[src/rtl/ddr_if_pkg.sv]
// ddr_if_pkg: state codes and command constants shared by the DDR responder and data_cache
package ddr_if_pkg;
   typedef enum logic [3:0] {
      IDLE                 = 4'd1,
      RD_CMD               = 4'd2,
      RD_DATA              = 4'd3,
      RD_DONE              = 4'd4,
      JMP_CMD              = 4'd5,
      JMP_DATA             = 4'd6,
      WR_CMD               = 4'd8,
      MEM_WRITE_DATA_STORE = 4'd9,
      WR_DONE              = 4'd10
   } state_t;
   localparam logic CMD_RD = 1'b0;
   localparam logic CMD_WR = 1'b1;
endpackage

[src/rtl/ddr_burst_responder.sv]
// ddr_burst_responder: turns cache read/store/jump requests into native-port bursts
module ddr_burst_responder
   import ddr_if_pkg::*;
#(
   parameter int DATA_WIDTH     = 16,
   parameter int DDR_ADDR_WIDTH = 28,
   parameter int BURST_LEN      = 16,
   parameter int CNT_WIDTH      = 10
) (
   input  logic                      clk,
   input  logic                      rst,
   input  logic                      data_read_req,
   input  logic                      data_store_req,
   input  logic                      jmp_addr_read_req,
   input  logic [DDR_ADDR_WIDTH-1:0] data_read_addr,
   input  logic [DDR_ADDR_WIDTH-1:0] data_write_addr,
   input  logic [DATA_WIDTH-1:0]     data_to_ddr,
   input  logic                      data_to_ddr_rdy,
   output logic [DATA_WIDTH-1:0]     data_to_cache,
   output logic                      rd_burst_data_valid,
   output logic [CNT_WIDTH-1:0]      rd_cnt_data,
   output logic                      wr_burst_data_req,
   output logic [DDR_ADDR_WIDTH-1:0] jmp_addr_to_cache,
   output logic [3:0]                state_interface_module,
   output logic                      mem_cmd_en,
   output logic                      mem_cmd_we,
   output logic [DDR_ADDR_WIDTH-1:0] mem_cmd_addr,
   output logic [CNT_WIDTH-1:0]      mem_cmd_len,
   input  logic                      mem_cmd_rdy,
   output logic [DATA_WIDTH-1:0]     mem_wr_data,
   output logic                      mem_wr_en,
   input  logic                      mem_wr_rdy,
   input  logic [DATA_WIDTH-1:0]     mem_rd_data,
   input  logic                      mem_rd_valid
);
   localparam logic [CNT_WIDTH-1:0] BL = CNT_WIDTH'(BURST_LEN);
   state_t state, state_n;
   logic [CNT_WIDTH-1:0] wr_cnt;
   logic rd_phase, rd_last, rd_beat, wr_xfer;
   assign rd_phase = state == RD_DATA || state == JMP_DATA;
   assign rd_last = rd_cnt_data == (state == JMP_DATA ? CNT_WIDTH'(1) : BL);
   assign rd_beat = rd_phase && !rd_last && mem_rd_valid;
   assign wr_burst_data_req = state == MEM_WRITE_DATA_STORE && mem_wr_rdy && wr_cnt < BL;
   assign wr_xfer = wr_burst_data_req && data_to_ddr_rdy;
   assign mem_wr_en = wr_xfer;
   assign mem_wr_data = wr_xfer ? data_to_ddr : '0;
   assign mem_cmd_en = state == RD_CMD || state == JMP_CMD || state == WR_CMD;
   assign mem_cmd_we = state == WR_CMD ? CMD_WR : CMD_RD;
   assign mem_cmd_len = state == JMP_CMD ? CNT_WIDTH'(1) : (state == RD_CMD || state == WR_CMD) ? BL : '0;
   assign state_interface_module = state;
   // next state: arbitration only in IDLE, bursts always run to completion
   always_comb begin
      state_n = state;
      case (state)
         IDLE:                 state_n = data_store_req ? WR_CMD : data_read_req ? RD_CMD : jmp_addr_read_req ? JMP_CMD : IDLE;
         RD_CMD:               state_n = mem_cmd_rdy ? RD_DATA : RD_CMD;
         JMP_CMD:              state_n = mem_cmd_rdy ? JMP_DATA : JMP_CMD;
         WR_CMD:               state_n = mem_cmd_rdy ? MEM_WRITE_DATA_STORE : WR_CMD;
         RD_DATA, JMP_DATA:    state_n = rd_last ? RD_DONE : state;
         MEM_WRITE_DATA_STORE: state_n = (wr_xfer && wr_cnt == BL - 1'b1) ? WR_DONE : state;
         default:              state_n = IDLE;
      endcase
   end
   // state register
   always_ff @(posedge clk or negedge rst) begin
      if (!rst) state <= IDLE;
      else state <= state_n;
   end
   // datapath: latched address, registered read beats, beat counters, jump address
   always_ff @(posedge clk or negedge rst) begin
      if (!rst) begin
         mem_cmd_addr        <= '0;
         data_to_cache       <= '0;
         rd_burst_data_valid <= 1'b0;
         rd_cnt_data         <= '0;
         jmp_addr_to_cache   <= '0;
         wr_cnt              <= '0;
      end else begin
         if (state == IDLE && (data_store_req || data_read_req || jmp_addr_read_req))
            mem_cmd_addr <= data_store_req ? data_write_addr : data_read_addr;
         rd_burst_data_valid <= rd_beat;
         if (rd_beat) data_to_cache <= mem_rd_data;
         if (rd_beat && state == JMP_DATA) jmp_addr_to_cache <= DDR_ADDR_WIDTH'(mem_rd_data);
         rd_cnt_data <= (rd_phase && (rd_last || mem_rd_valid)) ? rd_cnt_data + 1'b1 :
                        (state == IDLE || state == RD_DONE) ? '0 : rd_cnt_data;
         wr_cnt <= state == IDLE ? '0 : wr_xfer ? wr_cnt + 1'b1 : wr_cnt;
      end
   end
endmodule

[config.mk]
export PLATFORM = sky130hd
export DESIGN_NAME = ddr_burst_responder
export DESIGN_NICKNAME = d
export VERILOG_FILES = /design/src/rtl/ddr_if_pkg.sv /design/src/rtl/ddr_burst_responder.sv
export SDC_FILE = /design/constraint.sdc
export NUM_CORES = 1
export LEC_CHECK = 0
export CORE_ASPECT_RATIO = 1.75
export CORE_MARGIN = 1
export CORE_UTILIZATION = 43
export CTS_CLUSTER_DIAMETER = 120
export DETAILED_ROUTE_END_ITERATION = 8
export PLACE_DENSITY = 0.94
export SLEW_MARGIN = 5
export SYNTH_ARGS = -nofsm -noshare
export SYNTH_HDL_FRONTEND = slang
export SYNTH_SLANG_ARGS = --single-unit
[constraint.sdc]
create_clock -name clk -period 6.6 [get_ports clk]
set_input_delay 1.32 -clock clk [delete_from_list [all_inputs] [get_ports clk]]
set_output_delay 1.32 -clock clk [all_outputs]
set_load 0.01 [all_outputs]
Yosys cells after proc, flatten, opt, wreduce, memory -nomap -nowiden
Cells that the tools add are included.
{"block": "op_classes", "add_sub_neg": 2, "magnitude_cmp": 1, "eq_ne": 12, "mux": 19, "reduce_logical": 22}
{"op": "two-way mux 10 bit", "count": 4}
{"op": "two-way mux 28 bit", "count": 1}
{"op": "one-hot mux 4 bit (6 select lines)", "count": 1}
{"op": "adder 10 x 1 -> 10 bit (second input constant)", "count": 2}
{"op": "two-way mux 16 bit", "count": 1}
{"op": "two-way mux 5 bit", "count": 3}
{"op": "equality test 4 x 3 -> 1 bit (second input constant)", "count": 3}
{"op": "two-way mux 4 bit", "count": 3}
{"op": "equality test 10 x 4 -> 1 bit (second input constant)", "count": 1}
{"op": "equality test 10 x 5 -> 1 bit", "count": 1}
{"op": "less-than comparator 10 x 5 -> 1 bit (second input constant)", "count": 1}
{"op": "logical AND 1 bit", "count": 9}
{"op": "equality test 4 x 2 -> 1 bit (second input constant)", "count": 2}
{"op": "equality test 4 bit (second input constant)", "count": 2}
{"op": "logical OR 1 bit", "count": 8}
{"op": "two-way mux 3 bit", "count": 2}
{"op": "equality test 4 x 1 -> 1 bit (second input constant)", "count": 1}
{"op": "nonzero test 2 bit", "count": 2}
{"op": "two-way mux 1 bit", "count": 3}
{"op": "two-way mux 2 bit", "count": 1}
{"op": "!= test 2 x 1 -> 1 bit (second input constant)", "count": 1}
{"op": "!= test 2 bit (second input constant)", "count": 1}
{"op": "AND reduction 2 bit", "count": 1}
{"op": "OR reduction 2 bit", "count": 1}
{"op": "logical NOT 1 bit", "count": 1}
{"block": "totals", "regBits": 85, "input_bits": 97, "output_inout_bits": 117, "word_cells": 63}

Logic depth before layout (Yosys ltp)
Gate-level depths: netlist of the first run.
{"block": "depth", "depth_word": 7, "mapped_depth": 8, "depth_no_buf": 6}

Least setup slack after synthesis of the first run
No wires, ideal clock.
{"block": "synth_timing", "path_type": "input to output", "startpoint": "input port mem_wr_rdy", "endpoint": "output port mem_wr_data[10]", "arrival_time_ps": 2386, "required_time_ps": 5280, "path_slack_ps": 2894, "stages": 4, "path_cell_list": "nor4b_1 and4_1 clkbuf_1 and2_1"}
{"block": "synth_between", "elab_chain_len": 4}
{"item": "start: declaration", "line": "ddr_burst_responder.sv:32", "source": "input logic mem_wr_rdy,"}
{"item": "logical AND 1 bit (2 in a row)", "line": "ddr_burst_responder.sv:43", "source": "assign wr_burst_data_req = state == MEM_WRITE_DATA_STORE && mem_wr_rdy && wr_cnt < BL;"}
{"item": "logical AND 1 bit", "line": "ddr_burst_responder.sv:44", "source": "assign wr_xfer = wr_burst_data_req && data_to_ddr_rdy;"}
{"item": "net mem_wr_en", "line": "ddr_burst_responder.sv:31", "source": "output logic mem_wr_en,"}
{"item": "two-way mux 16 bit", "line": "ddr_burst_responder.sv:46", "source": "assign mem_wr_data = wr_xfer ? data_to_ddr : '0;"}
{"item": "end: declaration", "line": "ddr_burst_responder.sv:30", "source": "output logic [DATA_WIDTH-1:0] mem_wr_data,"}
The timed path passes the listed nets, and every way through them passes these cells.

Final worst setup path of the first run
{"block": "layout_timing", "startpoint": "input port mem_wr_rdy", "endpoint": "output port mem_wr_data[13]"}
{"block": "layout_between", "elab_chain_len": 4}
{"item": "logical AND 1 bit (2 in a row)", "line": "ddr_burst_responder.sv:43"}
{"item": "logical AND 1 bit", "line": "ddr_burst_responder.sv:44"}
{"item": "two-way mux 16 bit", "line": "ddr_burst_responder.sv:46"}
No other way between the ends.

==> flow_summary.yaml, run 1 <==
clock_network:
  ctsResizeCount: 0
  cts_setup_buffers: 0
  clockBufferDepth: 2
  clk_pin_slew_ps: 50
  cts-root-buf: "clkbuf_16"
  cts_sinks: 85
  cts_hold_buf: 0
  insertion_delay_ps: 330
  cts_made_buffers: 9
  cts_tree: "done"
  cts-htree-levels: 3
routing:
  drt_pass1_iterations: 6
  vias: 3512
  drcViolationCount: 0
  drt_iter0_drc: 122
  routed_via_density: 5.10
  drt_wl_total_mm: 10.5
  routedWlPerCell_um: 15.3
  drtAntennaViolNets: 0
place:
  placed_cell_area_mm2: 0.00610
  dpl.cell_count: 673
  gp_congestion: 0.799
  port_buffers: 193
  detailed_place_hpwl_mm: 7.99
timing:
  clock_skew_ps: 5.08
  post-route-period-util_pct: 73.3
  maxSlewHeadroom_pct: 20.7
  setup_violations: 0
  hold_viol: 0
  fin_tns_setup_ps: 0
  rsz0062_at_grt: "no"
  fin_crit_ps: 4840
  final_max_slew_viol_count: 0
  worstMarginPinSlew_ps: 1180
  fmax_mhz: 207
pwr:
  internal-power_w: 0.00160
  peakVddDrop_mv: 0.203
  clkPwrFrac_pct: 22.5
  p_per_area_mw_per_mm2: 371
  p_switching_w: 0.000781
  p_seq_share_pct: 35.6
  p_leak_nw: 2.80
  comb_power_share_pct: 41.9
  p_sw_share_pct: 32.8
final_layout:
  diodes: 0
  fillers: 734
  areaGrowthSynthToFinish_pct: 53.4
  final_cells: 689
  nets: 661
  design_area_mm2: 0.00641
  multi_input_area_mm2: 0.00186
  drive_gt1_share_pct: 10.1
  ff_latch_area_mm2: 0.00213
floorplan:
  die_h_um: 132
  start_util_pct: 44.2
  die_w_um: 76.6
  num_rows: 47
  io_pins: 214
  core_mm2: 0.00947
  dieArea_mm2: 0.0101
synthesis:
  synth_adder_area_share_pct: 0.598
  synth_mux_area_share_pct: 17.1
  synth_compound_area_share_pct: 8.59
  synthArstFlopShare_pct: 100
  syn_avg_cell_area_um2: 11.0
  synth_top_family_by_area: "multiplexers"
  ys.flop_type: "dfrtp_1"
  synthDistinctLibCells: 47
  yosys_warnings: 0
  syn-instance-count: 379
  synth_area_mm2: 0.00418
  ys_seq_elements: 85
  synthXorXnorAreaFrac_pct: 1.26
  synth_edf_count: 0
  ys_seq_area_share_pct: 50.9
  synth-simple-area-share_pct: 15.1
worst_hold_path:
  min_path_cells: 1
  hold_end: "wr_cnt[6]"
  holdCritPathClass: "reg2reg"
  min-delay-start: "wr_cnt[6]"
flow_run:
  maxCapViolCount: 0
critical_path:
  reg2reg_from: "state_interface_module[0]"
  worstRegToRegCells: 5
  path_class: "in2out"
  worstPathMaxFanout: 22
  worstPathArrival_ps: 3520
  required_ps: 5280
  start_kind: "input port"
  reg2reg_to: "mem_cmd_addr[8]"
  end_kind: "primary output"
  rrSetupSlack_ps: 3520
global_route:
  grt_max_degree: 86
  gr-total-overflow: 0
  grt_pass1_vias: 3562
  track_usage_pct: 21.4
  antenna_found_initial: 0
  grt_pass1_wl_mm: 17.0
run_status:
  status: "finished, final reports clean"
## cells in the final DEF, fill, tap and decap left out, types with 2 or more instances in the layout
master and instances:
o21ai_0 5, nor3_1 8, nand2b_1 5, and3_1 5, dfrtp_1 84, nor2_1 39
xor2_1 3, nand4b_1 2, buf_4 3, nand4_1 2, a221o_1 3, a31oi_1 7
clkdlybuf4s50_1 191, mux2i_1 29, xnor2_1 3, bufinv_16 2, mux2_4 10, nand2_1 11
nand3_1 5, nor4b_1 4, a21oi_1 36, nor4_1 2, and2_1 16, clkbuf_16 9
clkbuf_1 2, and4_1 2, ha_1 2, nor2b_1 8, conb_1 20, mux2_2 23
inv_1 5, a211oi_1 2
## power by group through the flow
stage | Combinational (W) | Clock, W | Sequential, W
global placement | 0.000969 | 0 | 0.000842
detailed placement | 0.00101 | 0 | 0.000852
CTS | 0.00101 | 0.000550 | 0.000847
finish | 0.000999 | 0.000536 | 0.000847
global route | 0.00108 | 0.000572 | 0.000872
floorplan | 0.000445 | 0 | 0.000888
## cell families after synthesis
| kind of cell | count (synthesis) |
|---|---|
| other cells | 1 |
| simple gates | 116 |
| flops | 85 |
| xor+xnor | 6 |
| mux | 63 |
| compound gates | 59 |
| fa+ha+maj | 2 |
| buf+inv | 47 |
## state kept, by name, summed over array words and instances (netlist names)
signal,flops
state_interface_module,4
jmp_addr_to_cache,16
mem_cmd_addr,28
rd_burst_data_valid,1
data_to_cache,16
rd_cnt_data,10
wr_cnt,10
## per-layer routing
| metal | track usage [%] | routed length (um) | up-vias |
|---|---|---|---|
| li1 | - | - | 1649 |
| met3 | 5.31 | 656 | 17 |
| met1 | 21.9 | 3770 | 1686 |
| met2 | 40.7 | 5850 | 160 |
| met4 | 8.33 | 254 | 0 |
| met5 | 0 | 0 | - |
## synth_stat cells, types with 2 or more instances
master,instances,area [um2]
mux2_4,10,150
nor2_1,39,146
nand4_1,2,12.5
nand4b_1,2,17.5
nor4_1,2,12.5
nand2_1,11,41.3
a221o_1,3,30.0
o21ai_0,5,25.0
nand2b_1,5,31.3
mux2i_1,29,290
a21oi_1,36,180
xnor2_1,3,26.3
buf_4,20,150
mux2_2,23,259
nand3_1,5,25.0
buf_2,3,15.0
nor4b_1,4,35.0
ha_1,2,25.0
nor3_1,8,40.0
a211oi_1,2,15.0
a31oi_1,7,43.8
and3_1,5,31.3
xor2_1,3,26.3
nor2b_1,8,50.1
inv_1,5,18.8
and2_1,16,100
buf_6,2,22.5
buf_1,2,7.51
and4_1,2,17.5
clkbuf_1,15,56.3
dfrtp_1,84,2100
## worst max path at each step
| stage | start | to | slack (ps) | cells after the start |
|---|---|---|---|---|
| 2_1_floorplan | mem_wr_rdy | mem_wr_data[10] | 2890 | 4 |
| 3_3_place_gp | mem_wr_rdy | mem_wr_data[11] | 1890 | 5 |
| 3_5_place_dp | mem_wr_rdy | mem_wr_data[4] | 1750 | 5 |
| 4_1_cts | mem_wr_rdy | mem_wr_data[4] | 1750 | 5 |
| 5_1_grt | mem_wr_rdy | mem_wr_data[6] | 1570 | 5 |
| 6_report | mem_wr_rdy | mem_wr_data[13] | 1760 | 5 |
## metrics by stage
step                      total power (W)  worst slack, ps  utilization, %  hold WS [ps]
after detailed placement          0.00186             1750            64.4           495
final                             0.00238             1760            67.8           500
after CTS                         0.00241             1750            67.8           508
after floorplan                   0.00133             2890               -           465
after global routing              0.00252             1570            67.8           528
after global placement            0.00181             1890            64.4           487
## cell type report
cell class,count,share of cell area (%)
Tap cell,122,2.38
Clock inverter,4,1.13
Timing Repair Buffer,195,30.2
Inverter,5,0.293
Multi-Input combinational cell,266,28.9
Sequential cell,85,33.2
Clock buffer,12,3.84
## critical path, cell delays in order
cell,delay (ps)
clkdlybuf4s50_1,460
nor4b_1,340
and4_1,650
and2_1,210
clkdlybuf4s50_1,550
No activity file was read; power rests on OpenSTA's default activity.
==> run 2: changes to the inputs <==
Settings changed: CORE_UTILIZATION 43 to 40, PLACE_DENSITY 0.94 to 0.89.
Clock period 6.6 ns to 5 ns, I/O delays scaled along.
==> run 2 against run 1 <==
  * Routed wire length increased by 2.0%
  * Setup slack got worse by 1000 ps
  * Non-clock buffer count decreased by 1
  * Critical path type is now reg2out
==> flow_summary.yaml, run 2 (synthesis results as in run 1) <==
run_status:
  status: "finished, final reports clean"
routing:
  vias: 3510
  drtAntennaViolNets: 0
  drt_pass1_iterations: 4
  drcViolationCount: 0
  drt_iter0_drc: 250
  routed_via_density: 5.06
  routedWlPerCell_um: 15.5
  drt_wl_total_mm: 10.7
clock_network:
  clockBufferDepth: 2
  cts_made_buffers: 9
  clk_pin_slew_ps: 60
  insertion_delay_ps: 330
  ctsResizeCount: 0
  cts_tree: "done"
  cts_setup_buffers: 0
  cts-root-buf: "clkbuf_16"
  cts-htree-levels: 3
  cts_hold_buf: 0
  cts_sinks: 85
final_layout:
  nets: 660
  diodes: 0
  drive_gt1_share_pct: 10.4
  fillers: 818
  largest_register_ff_count: 28
  final_common_cell: "clkdlybuf4s50_1"
  mostFrequentLayoutCells: "191 x clkdlybuf4s50_1, 84 x dfrtp_1, 39 x nor2_1"
  reg_top3: "mem_cmd_addr: 28 flops, data_to_cache: 16 flops, jmp_addr_to_cache: 16 flops"
  areaGrowthSynthToFinish_pct: 53.6
  largest_register: "mem_cmd_addr"
floorplan:
  io_pins: 214
  start_util_pct: 40.9
  core_mm2: 0.0102
  dieArea_mm2: 0.0109
  die_w_um: 79.3
  die_h_um: 137
  num_rows: 49
critical_path:
  worstPathMaxFanout: 22
  required_ps: 4000
  end_kind: "primary output"
  worstPathArrival_ps: 3250
  start_kind: "flip-flop"
  path_class: "reg2out"
flow_run:
  maxCapViolCount: 0
timing:
  rsz0062_at_grt: "no"
  clock_skew_ps: 6.33
  final_max_slew_viol_count: 0
  post-route-period-util_pct: 85.0
  layout_setup_ws_ps: 748
  setup_violations: 0
  hold_viol: 0
  maxSlewHeadroom_pct: 21.0
  fin_tns_setup_ps: 0
  worstMarginPinSlew_ps: 1180
  fmax_mhz: 235
  fin_crit_ps: 4250
global_route:
  grt_pass1_wl_mm: 16.7
  grt_pass1_vias: 3526
  grt_max_degree: 86
  gr-total-overflow: 0
  antenna_found_initial: 0
  track_usage_pct: 20.1
place:
  place_ws_ps: 749
  port_buffers: 193
  detailed_place_hpwl_mm: 8.19
  gp_congestion: 0.835
pwr:
  p_leak_nw: 2.80
  p_per_area_mw_per_mm2: 491
  peakVddDrop_mv: 0.317
worst_hold_path:
  holdCritPathClass: "reg2reg"
==> run 2: changes by cell type in the layout (fill, tap and decap cells not counted), sizes merged <==
| cell | change |
|---|---|
| buf | -1 |
| clkinv | +2 |
| clkbuf | -3 |
| inv | +1 |
==> run 2: cell type report <==
cell class	instances	area [um2]	share of cell area (%)
clock buffers	9	225	3.51
clock inverters	7	98.8	1.54
inverters	5	18.8	0.292
multi-input cells	266	1860	29.0
flip-flops and latches	85	2130	33.1
well taps	127	159	2.47
repair buffers	194	1930	30.1
==> run 2: metrics by stage <==
step,util [%],cells,total power (W),area [um2],hold WS (ps)
6_report,62.8,693,0.00315,6420,507
5_1_grt,62.8,693,0.00336,6420,521
4_1_cts,62.7,693,0.00319,6420,506
3_5_place_dp,59.5,677,0.00246,6090,496
3_3_place_gp,59.5,677,0.00239,6090,486
2_1_floorplan,-,398,0.00176,4250,465
==> run 2: power by group <==
| group | leakage, nW | internal [W] | switching (W) | total, W |
|---|---|---|---|---|
| Clock | 0.156 | 0.000440 | 0.000273 | 0.000713 |
| Combinational | 1.58 | 0.000737 | 0.000587 | 0.00132 |
| Sequential | 1.06 | 0.000925 | 0.000194 | 0.00112 |
| Total | 2.80 | 0.00210 | 0.00105 | 0.00315 |
==> run 2: final timing paths <==
| kind | start | end | slack [ps] | cells past startpoint |
|---|---|---|---|---|
| setup / recovery | state_interface_module[3] | mem_wr_data[6] | 750 | 4 |
| hold / removal | data_to_cache[10] | data_to_cache[10] | 510 | 1 |
| setup reg to reg | state_interface_module[1] | mem_cmd_addr[0] | 1970 | 4 |
| hold reg to reg | data_to_cache[10] | data_to_cache[10] | 510 | 1 |
| max in group asynchronous | rst | state_interface_module[1] | 3480 | 1 |
| min in group asynchronous | rst | rd_cnt_data[2] | 860 | 1 |
==> run 2: worst max-delay path, cell delays in order, from the launching register on <==
cell and delay (ps):
dfrtp_1 710, nor4bb_1 730, and4_1 710, and2_1 210, clkdlybuf4s50_1 540
==> run 2: layer usage <==
metal  share of wire (%)  track usage, %  vias to the layer above
li1                    -               -                     1648
met3                 7.0            5.89                       27
met1                  34            20.0                     1677
met5                   0               0                        -
met4                 3.2            9.90                        0
met2                  55            37.1                      158
